### config.mk
export PLATFORM = sky130hd
export DESIGN_NAME = rr_grant_arbiter
export DESIGN_NICKNAME = d
export VERILOG_FILES = /design/src/rtl/arb_pkg.sv /design/src/rtl/rr_pick.sv /design/src/rtl/rr_grant_arbiter.sv
export SDC_FILE = /design/constraint.sdc
export NUM_CORES = 1
export LEC_CHECK = 0
export BUFFER_PORTS_ARGS = -buffer_cell sky130_fd_sc_hd__buf_2
export CAP_MARGIN = 20
export CORE_AREA = 4 4 41 43
export CTS_CLUSTER_SIZE = 8
export DETAILED_ROUTE_END_ITERATION = 8
export DIE_AREA = 0 0 45 47
export PLACE_DENSITY = 0.7
export REMOVE_ABC_BUFFERS = 1
export SYNTH_ARGS = -nofsm -noshare
export SYNTH_HDL_FRONTEND = slang
export SYNTH_SLANG_ARGS = --single-unit
export TNS_END_PERCENT = 10
### constraint.sdc
create_clock -name clk -period 1.9 [get_ports clk]
set_input_delay 0.285 -clock clk [delete_from_list [all_inputs] [get_ports clk]]
set_output_delay 0.285 -clock clk [all_outputs]
set_load 0.005 [all_outputs]
### src/rtl/arb_pkg.sv
// Shared types and helpers for the round-robin grant arbiter.
//   arb_state_e    : arbiter FSM states (idle, owned, one-cycle turnaround)
//   DefaultMaxHold : default hold limit used when the timeout feature is built
//   id_width()     : width of the owner index for a given requester count
package arb_pkg;

  typedef enum logic [1:0] {
    IDLE    = 2'd0,
    GRANT   = 2'd1,
    RELEASE = 2'd2
  } arb_state_e;

  localparam int unsigned DefaultMaxHold = 16;

  function automatic int unsigned id_width(input int unsigned n);
    return (n < 2) ? 1 : $clog2(n);
  endfunction

endpackage

### src/rtl/rr_pick.sv
// Combinational rotate-priority encoder.
// Scans req_i starting at ptr_i, wrapping modulo N, and reports the first hit.
//   req_i    : request vector
//   ptr_i    : index with highest priority this round (must be < N)
//   valid_o  : any request present
//   idx_o    : index of the winner (0 when none)
//   onehot_o : one-hot of the winner (0 when none)
module rr_pick #(
  parameter int unsigned N   = 4,
  parameter int unsigned IdW = 2
) (
  input  logic [N-1:0]   req_i,
  input  logic [IdW-1:0] ptr_i,
  output logic           valid_o,
  output logic [IdW-1:0] idx_o,
  output logic [N-1:0]   onehot_o
);

  logic [N-1:0] rot;
  logic [IdW:0] sum;

  always_comb begin
    valid_o  = 1'b0;
    idx_o    = '0;
    onehot_o = '0;
    sum      = '0;
    // rot[j] is the request at position (ptr + j) mod N
    rot      = N'({req_i, req_i} >> ptr_i);
    for (int unsigned j = 0; j < N; j++) begin
      if (!valid_o && rot[j]) begin
        valid_o = 1'b1;
        sum     = {1'b0, ptr_i} + (IdW+1)'(j);
        if (sum >= (IdW+1)'(N)) begin
          sum = sum - (IdW+1)'(N);
        end
        idx_o = sum[IdW-1:0];
      end
    end
    for (int unsigned k = 0; k < N; k++) begin
      onehot_o[k] = valid_o && (idx_o == IdW'(k));
    end
  end

endmodule

### src/rtl/rr_grant_arbiter.sv
// Registered round-robin arbiter sharing one resource among N requesters.
// An owner keeps the grant until it strobes DONE or drops REQ; every handover
// passes through one dead RELEASE cycle, and the departing owner becomes the
// lowest priority for the next round.
// Optional hold limit: define ARB_TIMEOUT_EN to build the MAX_HOLD counter.
// Without it, TIMEOUT is constant 0 and an owner may hold indefinitely.
//   clk     : rising-edge clock
//   reset   : synchronous active-high reset
//   REQ     : per-requester level request
//   DONE    : owner's single-cycle release strobe (ignored for non-owners)
//   GNT     : registered one-hot grant, zero when no owner
//   GNT_ID  : index of the current owner, zero when no owner
//   BUSY    : high while GNT is non-zero
//   TIMEOUT : one-cycle pulse during a RELEASE forced by the hold limit
module rr_grant_arbiter
  import arb_pkg::*;
#(
  parameter int unsigned N        = 4,
  parameter int unsigned MAX_HOLD = DefaultMaxHold
) (
  input  logic                   clk,
  input  logic                   reset,
  input  logic [N-1:0]           REQ,
  input  logic [N-1:0]           DONE,
  output logic [N-1:0]           GNT,
  output logic [id_width(N)-1:0] GNT_ID,
  output logic                   BUSY,
  output logic                   TIMEOUT
);

  localparam int unsigned IdW = id_width(N);

  if (N < 2 || N > 16 || MAX_HOLD < 2) begin : g_param_check
    $error("rr_grant_arbiter: N must be 2..16 and MAX_HOLD must be >= 2");
  end

  arb_state_e     state_q, state_d;
  logic [N-1:0]   gnt_q, gnt_d;
  logic [IdW-1:0] gnt_id_q, gnt_id_d;
  logic [IdW-1:0] ptr_q, ptr_d;
  logic           timeout_q, timeout_d;

  logic           pick_valid;
  logic [IdW-1:0] pick_idx;
  logic [N-1:0]   pick_onehot;
  logic           owner_rel;
  logic           expire;
  logic [IdW-1:0] ptr_after_owner;

  rr_pick #(
    .N   (N),
    .IdW (IdW)
  ) u_pick (
    .req_i    (REQ),
    .ptr_i    (ptr_q),
    .valid_o  (pick_valid),
    .idx_o    (pick_idx),
    .onehot_o (pick_onehot)
  );

  assign owner_rel       = DONE[gnt_id_q] | ~REQ[gnt_id_q];
  assign ptr_after_owner = (gnt_id_q == IdW'(N - 1)) ? '0 : gnt_id_q + 1'b1;

`ifdef ARB_TIMEOUT_EN
  localparam int unsigned HoldW = $clog2(MAX_HOLD);

  logic [HoldW-1:0] hold_q, hold_d;

  // hold_q is 0 in the first GRANT cycle, so MAX_HOLD-1 marks the last allowed one
  assign expire = (state_q == GRANT) && (hold_q == HoldW'(MAX_HOLD - 1));

  always_comb begin
    hold_d = '0;
    if (state_q == GRANT) begin
      hold_d = hold_q + 1'b1;
    end
  end

  always_ff @(posedge clk) begin
    if (reset) begin
      hold_q <= '0;
    end else begin
      hold_q <= hold_d;
    end
  end
`else
  assign expire = 1'b0;
`endif

  always_comb begin
    state_d   = state_q;
    gnt_d     = gnt_q;
    gnt_id_d  = gnt_id_q;
    ptr_d     = ptr_q;
    timeout_d = 1'b0;
    unique case (state_q)
      IDLE, RELEASE: begin
        if (pick_valid) begin
          state_d  = GRANT;
          gnt_d    = pick_onehot;
          gnt_id_d = pick_idx;
        end else begin
          state_d  = IDLE;
          gnt_d    = '0;
          gnt_id_d = '0;
        end
      end
      GRANT: begin
        if (owner_rel || expire) begin
          state_d   = RELEASE;
          gnt_d     = '0;
          gnt_id_d  = '0;
          ptr_d     = ptr_after_owner;
          // a real release on the expiry cycle wins over the timeout
          timeout_d = expire & ~owner_rel;
        end
      end
      default: begin
        state_d  = IDLE;
        gnt_d    = '0;
        gnt_id_d = '0;
      end
    endcase
  end

  always_ff @(posedge clk) begin
    if (reset) begin
      state_q   <= IDLE;
      gnt_q     <= '0;
      gnt_id_q  <= '0;
      ptr_q     <= '0;
      timeout_q <= 1'b0;
    end else begin
      state_q   <= state_d;
      gnt_q     <= gnt_d;
      gnt_id_q  <= gnt_id_d;
      ptr_q     <= ptr_d;
      timeout_q <= timeout_d;
    end
  end

  assign GNT     = gnt_q;
  assign GNT_ID  = gnt_id_q;
  assign BUSY    = |gnt_q;
  assign TIMEOUT = timeout_q;

endmodule
# After elaboration in Yosys (flattened, before gate mapping)
# Index checks and enable logic that the tools add are counted.
# W data, S select, Z words.
dict set report totals {
  regBits 10
  inputBits 10
  out_inout_bits 8
  word_cells 68
}
dict set report op_classes {
  n_addsub 8
  magnitude_cmp 5
  eq_ne 7
  shifts 1
  n_mux 26
  n_bitwise 2
  reduce_logical 15
}
# op count
set op_table {}
lappend op_table {{$mux W2} 12}
lappend op_table {{$ge A3 B3 Y1 const B} 3}
lappend op_table {{$eq A2 B2 Y1 const B} 4}
lappend op_table {{$mux W4} 2}
lappend op_table {{$pmux W2 S2} 2}
lappend op_table {{$pmux W4 S2} 1}
lappend op_table {{$shr A8 B2 Y4} 1}
lappend op_table {{$sub A2 B1 Y2 const B} 4}
lappend op_table {{$logic_and A1 B1 Y1} 7}
lappend op_table {{$mux W1} 7}
lappend op_table {{$add A2 B2 Y3 const B} 2}
lappend op_table {{$bmux W1 S2} 2}
lappend op_table {{$eq A2 B1 Y1 const B} 2}
lappend op_table {{$logic_not A2 Y1} 2}
lappend op_table {{$reduce_or A4 Y1} 1}
lappend op_table {{$add A2 B1 Y3 const B} 1}
lappend op_table {{$ge A2 B3 Y1 const B} 1}
lappend op_table {{$logic_not A1 Y1} 3}
lappend op_table {{$lt A2 B3 Y1 const B} 1}
lappend op_table {{$add A2 B1 Y2 const B} 1}
lappend op_table {{$ne A2 B2 Y1 const B} 1}
lappend op_table {{$reduce_and A2 Y1} 1}
lappend op_table {{$reduce_or A2 Y1} 1}
lappend op_table {{$not A1 Y1} 1}
lappend op_table {{$or A1 B1 Y1} 1}

# Longest topological paths before layout
dict set report logic_depth {
  ltp_word 15
  ltp_mapped 4
  ltp_nobuf 4
}

# By module
# From an unflattened synthesis, not the netlist that was laid out.
dict set report hier_totals {
  cells_unflattened 77
  hier_area_um2 675.6
}
# mod instances cells_each area_per_inst_um2 seq_area_each_um2
set by_module_without_submodules {}
lappend by_module_without_submodules {rr_grant_arbiter 1 44 464.2 200.2}
lappend by_module_without_submodules {rr_pick 1 33 211.5 0.0}

# Least setup slack after synthesis
# OpenSTA, ideal clock, no wires.
dict set report synth_timing {
  kind {reg-to-reg}
  start {register gnt_id_q[1] (netlist: GNT_ID[1])}
  end {register ptr_q[0]}
  setup_time_ps 123
  arrival_ps 1479
  required_ps 1777
  setup_slack_ps 298
  stages_incl_launch_ff 5
  path_buffers 0
  period_less_slack_ps 1602
  cell_sequence {dfxtp_1 -> and4bb_1 -> nor4_4 -> and3b_1 -> mux2_1}
}
dict set report synth_between {
  elab_chain_cells 5
  word_cells_on_any_way 9
  classes_between {eq/ne: 1; mux: 5; bitwise: 2; reduce/logical: 1}
}
# item line
set synth_rtl {}
lappend synth_rtl {{start, declared} rr_grant_arbiter.sv:39} ;# logic [IdW-1:0] gnt_id_q, gnt_id_d;
lappend synth_rtl {{start signal, assigned} rr_grant_arbiter.sv:136} ;# gnt_id_q <= gnt_id_d;
lappend synth_rtl {{$bmux W1 S2} rr_grant_arbiter.sv:61} ;# assign owner_rel = DONE[gnt_id_q] | ~REQ[gnt_id_q];
lappend synth_rtl {{$mux W1 (not written as such)} rr_grant_arbiter.sv:61}
lappend synth_rtl {{$not A1 Y1} rr_grant_arbiter.sv:61}
lappend synth_rtl {{$or A1 B1 Y1} rr_grant_arbiter.sv:61}
lappend synth_rtl {{$reduce_and A2 Y1 (no line)} --}
lappend synth_rtl {{end signal, assigned} rr_grant_arbiter.sv:137} ;# ptr_q <= ptr_d;
lappend synth_rtl {{end, declared} rr_grant_arbiter.sv:40} ;# logic [IdW-1:0] ptr_q, ptr_d;
# Parallel ways exist; a longest one is shown, timed or not. The select of a mux whose other input is x is not followed.
# A chain may end at the register's enable or synchronous reset.

# Worst setup path in the final report
# Same ends and word-level chain as after synthesis.

==> metrics.txt <==
critical path data required time approximately 2 ns; via count of the routed design between 500 and 600; maximum capacitance violations 0; number of iterations in the first detailed-routing pass 5; post-route clock skew 0.00714 ns; final-report max-slew violation count 0; total track usage 13.9%; peak fanout along the critical path 7; FF-to-FF End ptr_q[0]$_SDFFE_PP0P_; clock transition at the registers of the reported paths about 0.070 ns; overall die height 47 µm; final design instance area without fill about 670 µm²; worst endpoint data arrival time 1.90 ns; WS Path Type flop to flop; post-route minimum period 1.75 ns; FMAX 571 MHz; Comb power frac approximately a fifth; path class of the lowest-slack min-delay path primary input to flop; RSZ-0062 raised after global routing no; global-route wire length before repair 2040 µm; Max rail drop VDD 0.299 mV; per-cell routed wire length ~14 µm; largest net degree at the start of global routing 9; Post-DP Area 637 µm²; sequential share of power between 40% and 50%; post-synthesis cell type count 27; total standard cell area after synthesis 538 µm²; DPL Wire Length 967 µm; Worst-Margin Slew ~0.65 ns; net count of the finished layout between 80 and 90; vias per cell 5.73; clock network latency to the later pin of the worst-skew pair approximately 0.26 ns; post-route fraction of the period consumed by the critical path between 90 and 100%; delay of the slowest cell on the worst path around 0.46 ns; site row count 13; total routed wirelength 1200 µm; Synthesis Warnings 0; Die Footprint 0.00212 mm²; number of instances in the placed design 84; count of state elements after synthesis 10; Seq/Total Area, Yosys 37.2%; switching power of the nets approximately 0.00013 W; CTS resizes 0; starting utilization of the core area between 40% and 50%; clock tree from TritonCTS built; leak pwr between 0.3 and 0.4 nW; total power between 0.0005 and 0.0006 W; placeable core region approximately 0.0013 mm²; Worst Path Buf+Inv 0; total negative slack for setup checks 0 ns; final standard cell count with taps included and fillers excluded just under 90; antenna violations before repair 0; endpoint with the worst hold slack state_q[0]$_SDFFE_PP0P_; power density over the cells just under 800 mW/mm²; final antenna-violating net count 0; nature of the critical path endpoint flop; R2R cell count 4; horizontal die dimension between 40 and 50 µm; R2R setup slack between 0.1 and 0.15 ns; count of boundary I/O pins 18; hold violation count in the final report 0; gr ovfl total 0; startpoint kind of the worst setup timing path flop; Clk Tree Root Cell sky130_fd_sc_hd__clkbuf_4; fill count 130; number of setup violations in the final report 0; cell family contributing the most delay on the critical path simple AND/OR/NAND/NOR gates; Slew Limit Headroom roughly 56%; cell-internal power ~0.00039 W; multi-input gate area in the final layout 327 µm²; count of inserted antenna diode cells 0; mean cell area of the mapped netlist between 10 and 15 µm²; clock network fraction of design power about a third; cells after synthesis 53; Max H-tree Level 1; final weighted congestion in routability-driven placement roughly 0.78; via count of the first global-routing pass roughly 470; DRC viols 0; status finished, final reports clean; I/O Buffers 16; number of DRC markers after the initial detailed-route iteration 4; hold_sp reset; Storage cell area 200 µm²; clk sink count 10; chain of cells forming the critical path and4bb_1 > nor4_4 > and3b_1 > mux2_1; r2r startpoint GNT_ID[1]$_SDFFE_PP0P_; area grow syn2layout 25.1%; buffers inserted by post-CTS timing repair 0; cell with the largest stage delay on the worst path sky130_fd_sc_hd__dfxtp_1; cts hold-fix bufs 0; Hold Path Stages 2; share of final-layout standard cells stronger than drive strength 1 32.9%; number of buffers created by CTS 3; Max clock buf depth 2; sw frac 25.3%
==> final cells by class <==
type	instances	share of cell area [%]
clock buffer	4	5.39
multi-input combinational	41	48.5
timing repair buffer	17	13.0
inverter	1	0.558
tap	15	2.79
sequential	10	29.7
==> routing by layer <==
layer	routed length, µm	up-vias	global-route usage [%]
li1	-	252	-
met1	523	231	15.6
met2	552	19	21.5
met3	110	2	3.83
met4	17	0	12.3
met5	0	-	0
==> synthesized netlist by cell type (all sizes together) <==
| master | count | share of area (%) |
|---|---|---|
| nor4 | 2 | 5.1 |
| a32o | 4 | 7.4 |
| ha | 1 | 2.3 |
| mux2 | 1 | 2.1 |
| conb | 1 | 0.70 |
| or4 | 1 | 1.4 |
| a21oi | 3 | 2.8 |
| nor3 | 4 | 4.7 |
| nand2 | 1 | 0.70 |
| o22a | 2 | 3.3 |
| o21a | 1 | 1.4 |
| mux2i | 2 | 3.7 |
| and4bb | 2 | 4.7 |
| and4b | 1 | 1.9 |
| and3b | 1 | 1.6 |
| inv | 1 | 0.70 |
| or3 | 1 | 1.2 |
| o22ai | 1 | 1.2 |
| nor4b | 1 | 2.8 |
| nor2b | 1 | 1.2 |
| dfxtp | 10 | 37 |
| a22o | 2 | 3.3 |
| nor2 | 4 | 2.8 |
| buf | 1 | 1.4 |
| nand2b | 4 | 4.7 |
==> per-stage QoR <==
step | setup WS, ns | hold slack, ns | util [%]
floorplan | 0.298 | 0.357 | -
global placement | 0.216 | 0.469 | 48.9
detailed placement | 0.173 | 0.473 | 48.9
CTS | 0.140 | 0.283 | 51.7
global route | 0.0524 | 0.300 | 51.7
finish | 0.149 | 0.294 | 51.7
==> flip-flops by register name, summed over array words and instances, names as in the netlist <==
signal,cells
GNT,4
GNT_ID,2
ptr_q,2
state_q,2
==> logic make-up (layout without fill, tap and decap cells) <==
group,Yosys count,count (layout),synth area share [%]
adders and majority gates,1,1,2.33
buffers and inverters,2,22,2.09
DFF,10,10,37.2
other,1,1,0.697
and+or+nand+nor,23,23,32.6
muxes,3,3,5.81
AOI/OAI and AO/OA,13,13,19.3
==> layout by cell type, fill, tap and decap left out, types with 2 or more instances in the layout <==
master | Yosys | final
sky130_fd_sc_hd__a21oi_1 | 3 | 3
sky130_fd_sc_hd__a22o_1 | 2 | 2
sky130_fd_sc_hd__a32o_1 | 4 | 4
sky130_fd_sc_hd__and4bb_1 | 2 | 2
sky130_fd_sc_hd__buf_2 | 0 | 16
sky130_fd_sc_hd__clkbuf_4 | 0 | 3
sky130_fd_sc_hd__dfxtp_1 | 10 | 10
sky130_fd_sc_hd__mux2i_1 | 2 | 2
sky130_fd_sc_hd__nand2b_1 | 4 | 4
sky130_fd_sc_hd__nor2_1 | 4 | 4
sky130_fd_sc_hd__nor3_1 | 3 | 3
sky130_fd_sc_hd__o22a_1 | 2 | 2
==> power by group through the flow <==
stage | sequential [W] | clock (W) | combinational (W)
floorplan | 0.000242 | 0 | 0.0000610
global placement | 0.000243 | 0 | 0.000101
detailed placement | 0.000243 | 0 | 0.000102
CTS | 0.000238 | 0.000195 | 0.000103
global route | 0.000241 | 0.000204 | 0.000115
finish | 0.000239 | 0.000186 | 0.000102
==> worst max-delay path by stage <==
stage | slack (ns) | startpoint | endpoint | cells after the start
floorplan | 0.30 | GNT_ID[1]$_SDFFE_PP0P_ | ptr_q[0]$_SDFFE_PP0P_ | 4
global placement | 0.22 | GNT_ID[1]$_SDFFE_PP0P_ | ptr_q[0]$_SDFFE_PP0P_ | 4
detailed placement | 0.17 | GNT_ID[1]$_SDFFE_PP0P_ | ptr_q[0]$_SDFFE_PP0P_ | 4
CTS | 0.14 | GNT_ID[1]$_SDFFE_PP0P_ | ptr_q[0]$_SDFFE_PP0P_ | 4
global route | 0.05 | GNT_ID[1]$_SDFFE_PP0P_ | ptr_q[0]$_SDFFE_PP0P_ | 4
finish | 0.15 | GNT_ID[1]$_SDFFE_PP0P_ | ptr_q[0]$_SDFFE_PP0P_ | 4
Power figures use the tool's default switching activity.
